File: src/rtl/conv_pkg.sv
// conv_pkg: shared state encoding and datapath widths for the convolution sequencer
package conv_pkg;
    typedef enum logic [2:0] {IDLE, CLEAR, FETCH, MAC, WRITE, DONE} state_t;
    localparam int PIX_W  = 8;
    localparam int WGT_W  = 8;
    localparam int PROD_W = 17;
endpackage

File: src/rtl/conv_addr_gen.sv
// conv_addr_gen: output-position and kernel-tap counters with registered memory addresses
module conv_addr_gen #(
    parameter int IMG_W  = 8,
    parameter int IMG_H  = 8,
    parameter int K      = 3,
    parameter int ADDR_W = 16
) (
    input  logic              clk,
    input  logic              rst,
    input  logic              tap_clr,
    input  logic              tap_adv,
    input  logic              pix_adv,
    output logic [ADDR_W-1:0] img_addr,
    output logic [7:0]        ker_addr,
    output logic [ADDR_W-1:0] out_addr,
    output logic              last_tap,
    output logic              last_pix
);
    localparam logic [7:0]        KM = 8'(K - 1);
    localparam logic [ADDR_W-1:0] RM = ADDR_W'(IMG_H - K);
    localparam logic [ADDR_W-1:0] CM = ADDR_W'(IMG_W - K);
    localparam logic [ADDR_W-1:0] W  = ADDR_W'(IMG_W);
    logic [ADDR_W-1:0] row, col;
    logic [7:0]        ky, kx, nky, nkx;
    // Addresses are loaded from the post-update tap so the next FETCH sees the advanced tap
    always_comb begin
        nkx = tap_clr ? '0 : tap_adv ? (kx == KM ? '0 : kx + 8'd1) : kx;
        nky = tap_clr ? '0 : (tap_adv && kx == KM) ? (ky == KM ? '0 : ky + 8'd1) : ky;
    end
    assign last_tap = ky == KM && kx == KM;
    assign last_pix = row == RM && col == CM;
    always_ff @(posedge clk or posedge rst) begin
        if (rst) begin
            row      <= '0;
            col      <= '0;
            ky       <= '0;
            kx       <= '0;
            img_addr <= '0;
            ker_addr <= '0;
            out_addr <= '0;
        end else begin
            ky <= nky;
            kx <= nkx;
            if (tap_clr || tap_adv) begin
                img_addr <= (row + ADDR_W'(nky)) * W + col + ADDR_W'(nkx);
                ker_addr <= nky * 8'(K) + nkx;
            end
            if (pix_adv) begin
                col      <= col == CM ? '0 : col + 1'b1;
                if (col == CM) row <= row == RM ? '0 : row + 1'b1;
                out_addr <= last_pix ? '0 : out_addr + 1'b1;
            end
        end
    end
endmodule

File: src/rtl/conv_sequencer.sv
// conv_sequencer: FSM and MAC adder walking a KxK kernel over the image into the accumulator
module conv_sequencer
    import conv_pkg::*;
#(
    parameter int IMG_W  = 8,
    parameter int IMG_H  = 8,
    parameter int K      = 3,
    parameter int ADDR_W = 16,
    parameter int DATA_W = 32
) (
    input  logic              clk,
    input  logic              rst,
    input  logic              start,
    output logic              busy,
    output logic              done,
    output logic [ADDR_W-1:0] img_addr,
    input  logic [PIX_W-1:0]  img_data,
    output logic [7:0]        ker_addr,
    input  logic [WGT_W-1:0]  ker_data,
    output logic [DATA_W-1:0] acc_din,
    output logic              acc_w_en,
    input  logic [DATA_W-1:0] acc_q,
    output logic [ADDR_W-1:0] out_addr,
    output logic [DATA_W-1:0] out_data,
    output logic              out_we
);
    state_t state;
    logic   last_tap, last_pix;
    logic signed [PROD_W-1:0] prod;
    conv_addr_gen #(.IMG_W(IMG_W), .IMG_H(IMG_H), .K(K), .ADDR_W(ADDR_W)) u_addr (
        .clk      (clk),
        .rst      (rst),
        .tap_clr  (state == CLEAR),
        .tap_adv  (state == MAC),
        .pix_adv  (state == WRITE),
        .img_addr (img_addr),
        .ker_addr (ker_addr),
        .out_addr (out_addr),
        .last_tap (last_tap),
        .last_pix (last_pix)
    );
    // Pixel is unsigned, so a zero MSB keeps it positive in the signed multiply
    assign prod     = $signed({1'b0, img_data}) * $signed(ker_data);
    assign acc_din  = state == MAC ? acc_q + {{(DATA_W - PROD_W){prod[PROD_W-1]}}, prod} : '0;
    assign out_data = out_we ? acc_q : '0;
    always_ff @(posedge clk or posedge rst) begin
        if (rst) begin
            state    <= IDLE;
            busy     <= 1'b0;
            done     <= 1'b0;
            acc_w_en <= 1'b0;
            out_we   <= 1'b0;
        end else begin
            case (state)
                IDLE: if (start) begin
                    state    <= CLEAR;
                    busy     <= 1'b1;
                    acc_w_en <= 1'b1;
                end
                CLEAR: begin
                    state    <= FETCH;
                    acc_w_en <= 1'b0;
                end
                FETCH: begin
                    state    <= MAC;
                    acc_w_en <= 1'b1;
                end
                MAC: begin
                    state    <= last_tap ? WRITE : FETCH;
                    acc_w_en <= 1'b0;
                    out_we   <= last_tap;
                end
                WRITE: begin
                    state    <= last_pix ? DONE : CLEAR;
                    out_we   <= 1'b0;
                    busy     <= !last_pix;
                    done     <= last_pix;
                    acc_w_en <= !last_pix;
                end
                DONE: begin
                    state <= IDLE;
                    done  <= 1'b0;
                end
                default: state <= IDLE;
            endcase
        end
    end
endmodule
File: config.mk
export PLATFORM = sky130hd
export DESIGN_NAME = conv_sequencer
export DESIGN_NICKNAME = d
export VERILOG_FILES = /design/src/rtl/conv_pkg.sv /design/src/rtl/conv_addr_gen.sv /design/src/rtl/conv_sequencer.sv
export SDC_FILE = /design/constraint.sdc
export NUM_CORES = 1
export LEC_CHECK = 0
export BUFFER_PORTS_ARGS = -buffer_cell sky130_fd_sc_hd__buf_2
export CAP_MARGIN = 20
export CORE_ASPECT_RATIO = 0.8
export CORE_MARGIN = 2
export CORE_UTILIZATION = 48
export DETAILED_ROUTE_END_ITERATION = 10
export PLACE_DENSITY = 0.69
export SYNTH_ARGS = -nofsm -noshare
export SYNTH_HDL_FRONTEND = slang
export SYNTH_HIERARCHICAL = 1
export SYNTH_SLANG_ARGS = --single-unit
File: constraint.sdc
create_clock -name clk -period 11.8 [get_ports clk]
set_input_delay 1.18 -clock clk [delete_from_list [all_inputs] [get_ports clk]]
set_output_delay 1.18 -clock clk [all_outputs]
set_load 0.02 [all_outputs]
## Word level (Yosys, flattened, before mapping)

Index checks and enable logic that the tools add are counted.

| word-level totals | value |
|---|---|
| register bits | 95 |

| cells by class | value |
|---|---|
| add/subtract/negate cells | 10 |
| multiply operators | 2 |
| equal/unequal tests | 10 |
| multiplexer cells | 20 |
| reductions and logical operators | 14 |

Operators with widths:

| cell | count |
|---|---|
| $mux 32 | 2 |
| $add 16x1->16 const B | 3 |
| $mux 16 | 3 |
| $mux 8 | 6 |
| $add 32x32->32 | 1 |
| $eq 16x3->1 const B | 2 |
| $mul 9x8->17 | 1 |
| $add 16x16->16 | 1 |
| $add 16x8->16 | 1 |
| $add 8x1->8 const B | 2 |
| $eq 8x2->1 const B | 2 |
| $pmux 3 s5 | 1 |
| $add 13x8->13 | 1 |
| $mux 3 | 3 |
| $add 8x8->8 | 1 |
| $mul 8x2->8 const B | 1 |
| $eq 3x2->1 const B | 2 |
| $eq 3x3->1 const B | 2 |
| $pmux 1 s2 | 3 |
| $reduce_and 2->1 | 3 |
| $reduce_bool 2->1 | 3 |
| $pmux 1 s4 | 1 |
| $reduce_bool 4->1 | 1 |
| $eq 3x1->1 const B | 1 |
| 7 further kinds | 9 |

## Longest topological paths before layout

Gate-level depths: netlist (run 1).

| depth | value |
|---|---|
| word-level depth | 7 |
| mapped depth | 28 |

## Cells and area by module

Netlist (run 1), hierarchy kept.

By module, submodules not included:

| module | times used | cells each | area each (µm²) |
|---|---|---|---|
| conv_addr_gen | 1 | 597 | 5818.1 |
| conv_sequencer | 1 | 601 | 4590.7 |

## Least setup slack after synthesis (run 1)

Ideal clock, no wire load.

| path | value |
|---|---|
| kind | input -> output |
| start point | input port img_data[0] |
| end point | output port acc_din[31] |
| arrival time | 7397 ps |
| required time | 10620 ps |
| slack | 3223 ps |
| stages | 24 |
| buffers on the path | 0 |
| path through | nand2b_1 -> fa_1 -> fa_1 -> inv_1 -> fa_1 -> inv_1 -> fa_1 -> inv_1 -> ha_1 -> o21ai_0 -> nor2_1 -> o41a_1 -> a211o_1 -> a21oi_1 -> xnor2_1 -> ha_1 -> a21oi_1 -> o21a_1 -> o211ai_1 -> a21bo_2 -> a21oi_1 -> mux2i_1 -> xnor2_1 -> nor2_1 |

| on the way | value |
|---|---|
| word-level cells in the longest chain between the ends | 3 |

RTL lines:

| what | line | source |
|---|---|---|
| start, declared | conv_sequencer.sv:17 | `input logic [PIX_W-1:0] img_data,` |
| $mul 9x8->17 | conv_sequencer.sv:43 | `assign prod = $signed({1'b0, img_data}) * $signed(ker_data);` |
| $add 32x32->32 | conv_sequencer.sv:44 | `assign acc_din = state == MAC ? acc_q + {{(DATA_W - PROD_W){prod[PROD_W-1]}}, prod} : '0;` |
| $mux 32 | conv_sequencer.sv:44 |  |
| end, declared | conv_sequencer.sv:20 | `output logic [DATA_W-1:0] acc_din,` |

No other way between the ends.

## Worst setup path in the final report (run 1)

Ends and elaborated chain as after synthesis.

==> flow_metrics.env, run 1 <==
export IMPL_status="completed"
export IMPL_synth_flop_cell="dfrtp_1"
export IMPL_ir_worst_vdd_mv=0.150
export IMPL_synth_edff_count=0
export IMPL_tightest_slew_ps=855
export IMPL_placedCellCount=1607
export IMPL_grt_pass1_wl_um=41300
export IMPL_clock_latency_ps=350
export IMPL_hp_class="reg -> reg"
export IMPL_vias=8878
export IMPL_reg2reg_from="state[1]$_DFFE_PP0P_"
export IMPL_synth_area_um2=10400
export IMPL_dieArea_um2=22900
export IMPL_postCtsResizedCells=0
export IMPL_wirelength_um=25300
export IMPL_synth_area_per_cell_um2=8.69
export IMPL_synth_seq_area_share_pct=22.8
export IMPL_grt_pass1_vias=8218
export IMPL_numCtsBuffers=9
export IMPL_cts_root_buf="clkbuf_16"
export IMPL_post_cts_buffers=0
export IMPL_area_delta_synth_final_pct=13.8
export IMPL_async_flop_share_pct=100
export IMPL_layout_drive_gt1_share_pct=16.1
export IMPL_cp_arrival_ps=7800
export IMPL_worstSetupPathType="in -> out"
export IMPL_drc_errors=0
export IMPL_rrSetupSlack_ps=4740
export IMPL_ys_warn_count=6
export IMPL_startpoint_type="primary input"
export IMPL_grt_total_usage_pct=22.4
export IMPL_path_clk_slew_ps=70
export IMPL_dr_pass1_iters=5
export IMPL_final_common_cell="buf_2"
export IMPL_first_iter_violations=490
export IMPL_start_util_pct=48.5
export IMPL_clock_sinks=95
export IMPL_cp_slowest_cell="fa_1"
export IMPL_hp_start="u_addr/img_addr[5]$_DFFE_PP0P_"
export IMPL_cp_data_required_time_ps=10620
export IMPL_die_w_um=169
export IMPL_post_layout_nonfiller_instances=1625
export IMPL_wl_per_cell_um=15.6
export IMPL_worst_hold_path_endpoint="u_addr/img_addr[5]$_DFFE_PP0P_"
export IMPL_fin_nets=1570
export IMPL_maxCapViolCount=0
export IMPL_max_freq_mhz=111
export IMPL_most_common_layout_cells="buf_2 (158), ha_1 (127), nand2_1 (108)"
export IMPL_hpwl_um=20500
export IMPL_portBuffers=158
export IMPL_skew_ps=12.2
export IMPL_gp_congestion=0.905
export IMPL_routed_via_density=5.46
export IMPL_rsz0062_at_grt="false"
export IMPL_fin_crit_sh_pct=76.1
export IMPL_design_core_area_um2=21400
export IMPL_synth_fp_nets=1424
export IMPL_htreeDepth=3
export IMPL_crit_fanout=17
export IMPL_grt_max_degree=78
export IMPL_placed_area_um2=11500
export IMPL_ctsHoldBuffers=0
export IMPL_r2r_cells=24
export IMPL_std_cell_rows=48
export IMPL_power_density_nw_per_um2=218
export IMPL_finalHoldViolCount=0
export IMPL_ios=159
export IMPL_ctsLongestPathBuffers=2
export IMPL_setup_viol=0
export IMPL_syn_inst=1198
export IMPL_p_leak_nw=6.12
export IMPL_ant_nets=0
export IMPL_slew_headroom_pct=43.0
export IMPL_critical_path_max_stage_delay_ps=540
export IMPL_fin_crit_ps=8980
export IMPL_grt_overflow=0
export IMPL_worst_path_most_repeated_cell="fa_1"
export IMPL_reg2reg_to="u_addr/img_addr[15]$_DFFE_PP0P_"
export IMPL_holdPathStages=2
export IMPL_final_area_um2=11800
export IMPL_yosysUniqueCellTypes=76
export IMPL_dieHeight_um=136
export IMPL_ys_ff_latch=95
export IMPL_fillers=1987
export IMPL_worstSetupEndpointType="output port"
export IMPL_slew_viol_final=0
export IMPL_fin_setup_tns_ps=0
export IMPL_cts_tree="done"
export IMPL_antenna_found_initial=1
-- cell type report --
cell class	count	area (um^2)	area share (%)
diodes	1	2.50	0.0211
multi-input cells	969	7530	63.5
well taps	275	344	2.90
inverters	105	395	3.34
flip-flops and latches	95	2380	20.1
repair buffers	164	856	7.22
clock inverters	6	116	0.982
clock buffers	10	229	1.93
-- how the worst max path moves through the flow --
stage	start	endpoint	slack, ps	cells past startpoint
floorplan	img_data[0]	acc_din[31]	3220	24
global placement	img_data[0]	acc_din[31]	3040	27
detailed placement	img_data[0]	acc_din[31]	2890	27
CTS	img_data[0]	acc_din[31]	2880	27
global route	img_data[0]	acc_din[31]	2470	27
finish	img_data[0]	acc_din[31]	2820	27
-- where the power goes --
group | total, W | switching (W) | internal [W] | leakage (nW)
Clock | 0.000341 | 0.000132 | 0.000209 | 0.168
Combinational | 0.00183 | 0.00113 | 0.000693 | 4.66
Sequential | 0.000411 | 0.0000457 | 0.000365 | 1.29
Total | 0.00258 | 0.00131 | 0.00127 | 6.12
-- metrics by stage --
stage	power [W]	utilization, %	setup WS (ps)	hold WS [ps]
4_1_cts	0.00258	55.1	2880	477
3_3_place_gp	0.00221	53.5	3040	458
5_1_grt	0.00280	55.3	2470	504
3_5_place_dp	0.00223	53.5	2890	466
6_report	0.00258	55.3	2820	475
2_1_floorplan	0.00176	-	3220	446
-- kinds of logic (layout without fill, tap and decap cells) --
kind of cell               count (synthesis)  count (layout)  share of synthesized area (%)
AOI/OAI and AO/OA                        219             219                           14.5
xor gates and xnor gates                 121             121                           10.3
adders and majority gates                177             177                           24.7
buffers and inverters                    134             285                           4.93
DFF                                       95              95                           22.8
muxes                                     13              13                           1.33
other                                      0               1                              0
and+or+nand+nor                          439             439                           21.4
-- routing by layer --
layer | routed length [um] | global-route usage, % | share of wire (%)
met5 | 0 | 0 | 0
met4 | 375 | 5.03 | 1.5
met3 | 1560 | 4.47 | 6.2
met2 | 10800 | 34.1 | 43
met1 | 12600 | 33.0 | 50
-- state kept, by name, summed over array words and instances, names as in the netlist --
signal and count:
u_addr/row 16, state 3, busy 1, u_addr/ker_addr 8, u_addr/ky 8, done 1
u_addr/img_addr 16, u_addr/kx 8, u_addr/out_addr 16, out_we 1, u_addr/col 16, acc_w_en 1
-- Yosys cell counts, types with 3 or more instances --
library cell	number	area, um^2
a211o_1	3	26.3
a211oi_1	7	52.6
a21o_1	20	150
a21oi_1	59	295
a21oi_2	4	35.0
a31oi_1	7	43.8
and2_1	80	500
and3_1	19	119
clkbuf_1	24	90.1
dfrtp_1	95	2380
fa_1	48	961
ha_1	127	1590
inv_1	105	394
mux2_2	7	78.8
mux2i_1	6	60.1
nand2_1	108	405
nand2b_1	14	87.6
nand3_1	28	140
nand4_1	23	144
nor2_1	101	379
nor2b_1	10	62.6
nor3_1	21	105
nor3b_1	5	37.5
nor4_1	5	31.3
o211ai_1	5	37.5
o21a_1	12	90.1
o21ai_0	48	240
o21ai_1	6	30.0
o21bai_1	8	60.1
o22ai_1	4	25.0
o31ai_1	6	45.0
or2_2	3	18.8
or3_1	7	43.8
or4_1	3	22.5
xnor2_1	73	639
xor2_1	47	412
-- worst max-delay path: cells and delay by family --
family	cells	cell delay (ps)
xor gates and xnor gates	2	270
AOI/OAI and AO/OA	9	2270
muxes	1	260
buffers and inverters	6	740
and+or+nand+nor	3	310
adders and majority gates	6	2770
No activity file was read; power rests on OpenSTA's default activity.
==> run 2: changes to the inputs <==
==> constraint.sdc (replaced) <==
create_clock -name clk -period 8.5 [get_ports clk]
set_input_delay 0.85 -clock clk [delete_from_list [all_inputs] [get_ports clk]]
set_output_delay 0.85 -clock clk [all_outputs]
set_load 0.02 [all_outputs]
==> run 2 against run 1 <==
Against the previous run: count of clock-buffer cells in the layout decreased by 1; register-to-register slack got worse by 3400 ps; routed wire length shrank 0.77%; largest power group unchanged.
==> flow_metrics.env, run 2 (synthesis results as in run 1) <==
export IMPL_design_core_area_um2=21400
export IMPL_fin_nets=1571
export IMPL_antenna_found_initial=0
export IMPL_portBuffers=158
export IMPL_grt_total_usage_pct=22.3
export IMPL_cp_arrival_ps=7180
export IMPL_skew_ps=7.46
export IMPL_final_core_util_pct=55.0
export IMPL_numCtsBuffers=9
export IMPL_wl_per_cell_um=15.5
export IMPL_fin_setup_tns_ps=0
export IMPL_p_leak_nw=6.10
export IMPL_std_cell_rows=48
export IMPL_finalHoldViolCount=0
export IMPL_drc_errors=0
export IMPL_rrSetupSlack_ps=1370
export IMPL_area_delta_synth_final_pct=13.4
export IMPL_status="completed"
export IMPL_grt_util_met3_pct=3.71
export IMPL_most_common_layout_cells="buf_2 (158), ha_1 (127), nand2_1 (108)"
export IMPL_post_cts_buffers=0
export IMPL_wirelength_um=25100
export IMPL_final_common_cell="buf_2"
export IMPL_routed_via_density=5.43
export IMPL_ctsLongestPathBuffers=2
export IMPL_ctsHoldBuffers=0
export IMPL_dieArea_um2=22900
export IMPL_cts_tree="done"
export IMPL_first_iter_violations=545
export IMPL_worstSetupEndpointType="output port"
export IMPL_layout_drive_gt1_share_pct=16.4
export IMPL_hpwl_um=20400
export IMPL_vias=8818
export IMPL_reg2reg_from="state[1]$_DFFE_PP0P_"
export IMPL_dieHeight_um=136
export IMPL_path_clk_slew_ps=60
export IMPL_hp_class="in -> async"
export IMPL_ir_worst_vdd_mv=0.204
export IMPL_antenna_cells=0
export IMPL_grt_pass1_wl_um=41200
export IMPL_maxCapViolCount=0
export IMPL_worstSetupPathType="in -> out"
export IMPL_reg2reg_to="u_addr/img_addr[15]$_DFFE_PP0P_"
export IMPL_slew_headroom_pct=44.4
export IMPL_gp_congestion=0.926
export IMPL_r2r_cells=24
export IMPL_total_power_w=0.00353
export IMPL_power_density_nw_per_um2=299
export IMPL_ant_nets=0
export IMPL_tightest_slew_ps=834
export IMPL_grtUsageMet1_pct=33.3
export IMPL_grt_overflow=0
export IMPL_startpoint_type="primary input"
export IMPL_clock_latency_ps=350
export IMPL_dr_pass1_iters=5
export IMPL_setup_viol=0
export IMPL_use_met2_pct=34.0
export IMPL_htreeDepth=3
export IMPL_grt_pass1_vias=8206
export IMPL_top_usage_layer="met2"
export IMPL_fin_crit_sh_pct=94.5
export IMPL_slew_viol_final=0
export IMPL_clock_sinks=95
export IMPL_holdWs_ps=473
export IMPL_crit_fanout=8
export IMPL_ios=159
export IMPL_max_freq_mhz=125
export IMPL_cp_data_required_time_ps=7650
export IMPL_die_w_um=169
export IMPL_start_util_pct=48.5
export IMPL_fin_crit_ps=8030
export IMPL_grt_max_degree=55
export IMPL_cts_root_buf="clkbuf_16"
==> run 2: critical path, stage by stage <==
cell and delay (ps):
buf_2 140, nand2b_1 170, fa_1 510, fa_1 540, inv_1 60, fa_1 530
inv_1 50, fa_1 520, inv_1 40, ha_1 340, o21ai_0 160, nor2_1 90
o41a_1 360, a211o_1 270, a21oi_1 240, xnor2_2 200, ha_1 460, nand2_1 80
a21oi_1 250, nand2_1 100, nand2_1 120, a31oi_4 60, o211ai_4 280, a41o_1 220
mux2i_1 300, buf_2 230
==> run 2: area by class of cell <==
type / count / area [um^2]
Fill cell: 1997 / 9640
Multi-Input combinational cell: 969 / 7540
Sequential cell: 95 / 2380
Timing Repair Buffer: 165 / 847
Inverter: 105 / 395
Tap cell: 275 / 344
Clock buffer: 9 / 225
Clock inverter: 7 / 72.6
==> run 2: worst max path at each step <==
stage                      startpoint  cells after the start     endpoint
after CTS                 img_data[0]                     27  acc_din[31]
after global routing      ker_data[7]                     27  acc_din[30]
after global placement    img_data[0]                     27  acc_din[31]
final                     img_data[0]                     26  acc_din[25]
after detailed placement  img_data[0]                     27  acc_din[31]
after floorplan           img_data[0]                     24  acc_din[31]
==> run 2: where the power goes <==
group          switching [W]  leakage, nW  internal, W
clock               0.000181        0.142     0.000229
combinational        0.00158         4.67     0.000967
sequential         0.0000633         1.29     0.000507
total                0.00183         6.10      0.00170
==> run 2: metal layers <==
layer / vias to the layer above / share of wire [%]
li1: 4391 / -
met1: 4132 / 51
met2: 273 / 42
met3: 22 / 6.3
met4: 0 / 1.2
met5: - / 0
==> run 2: through the flow <==
stage	cell area, um^2	instances	setup slack [ps]
5_1_grt	11800	1625	-3.12
6_report	11800	1625	469
4_1_cts	11800	1625	217
2_1_floorplan	10400	1198	583
3_3_place_gp	11500	1609	364
3_5_place_dp	11500	1609	218
==> run 2: repair_timing <==
item,in CTS,in global routing
setup endpoints to repair,0,4
endpoints found under the hold margin,0,0
gates resized for setup,0,4
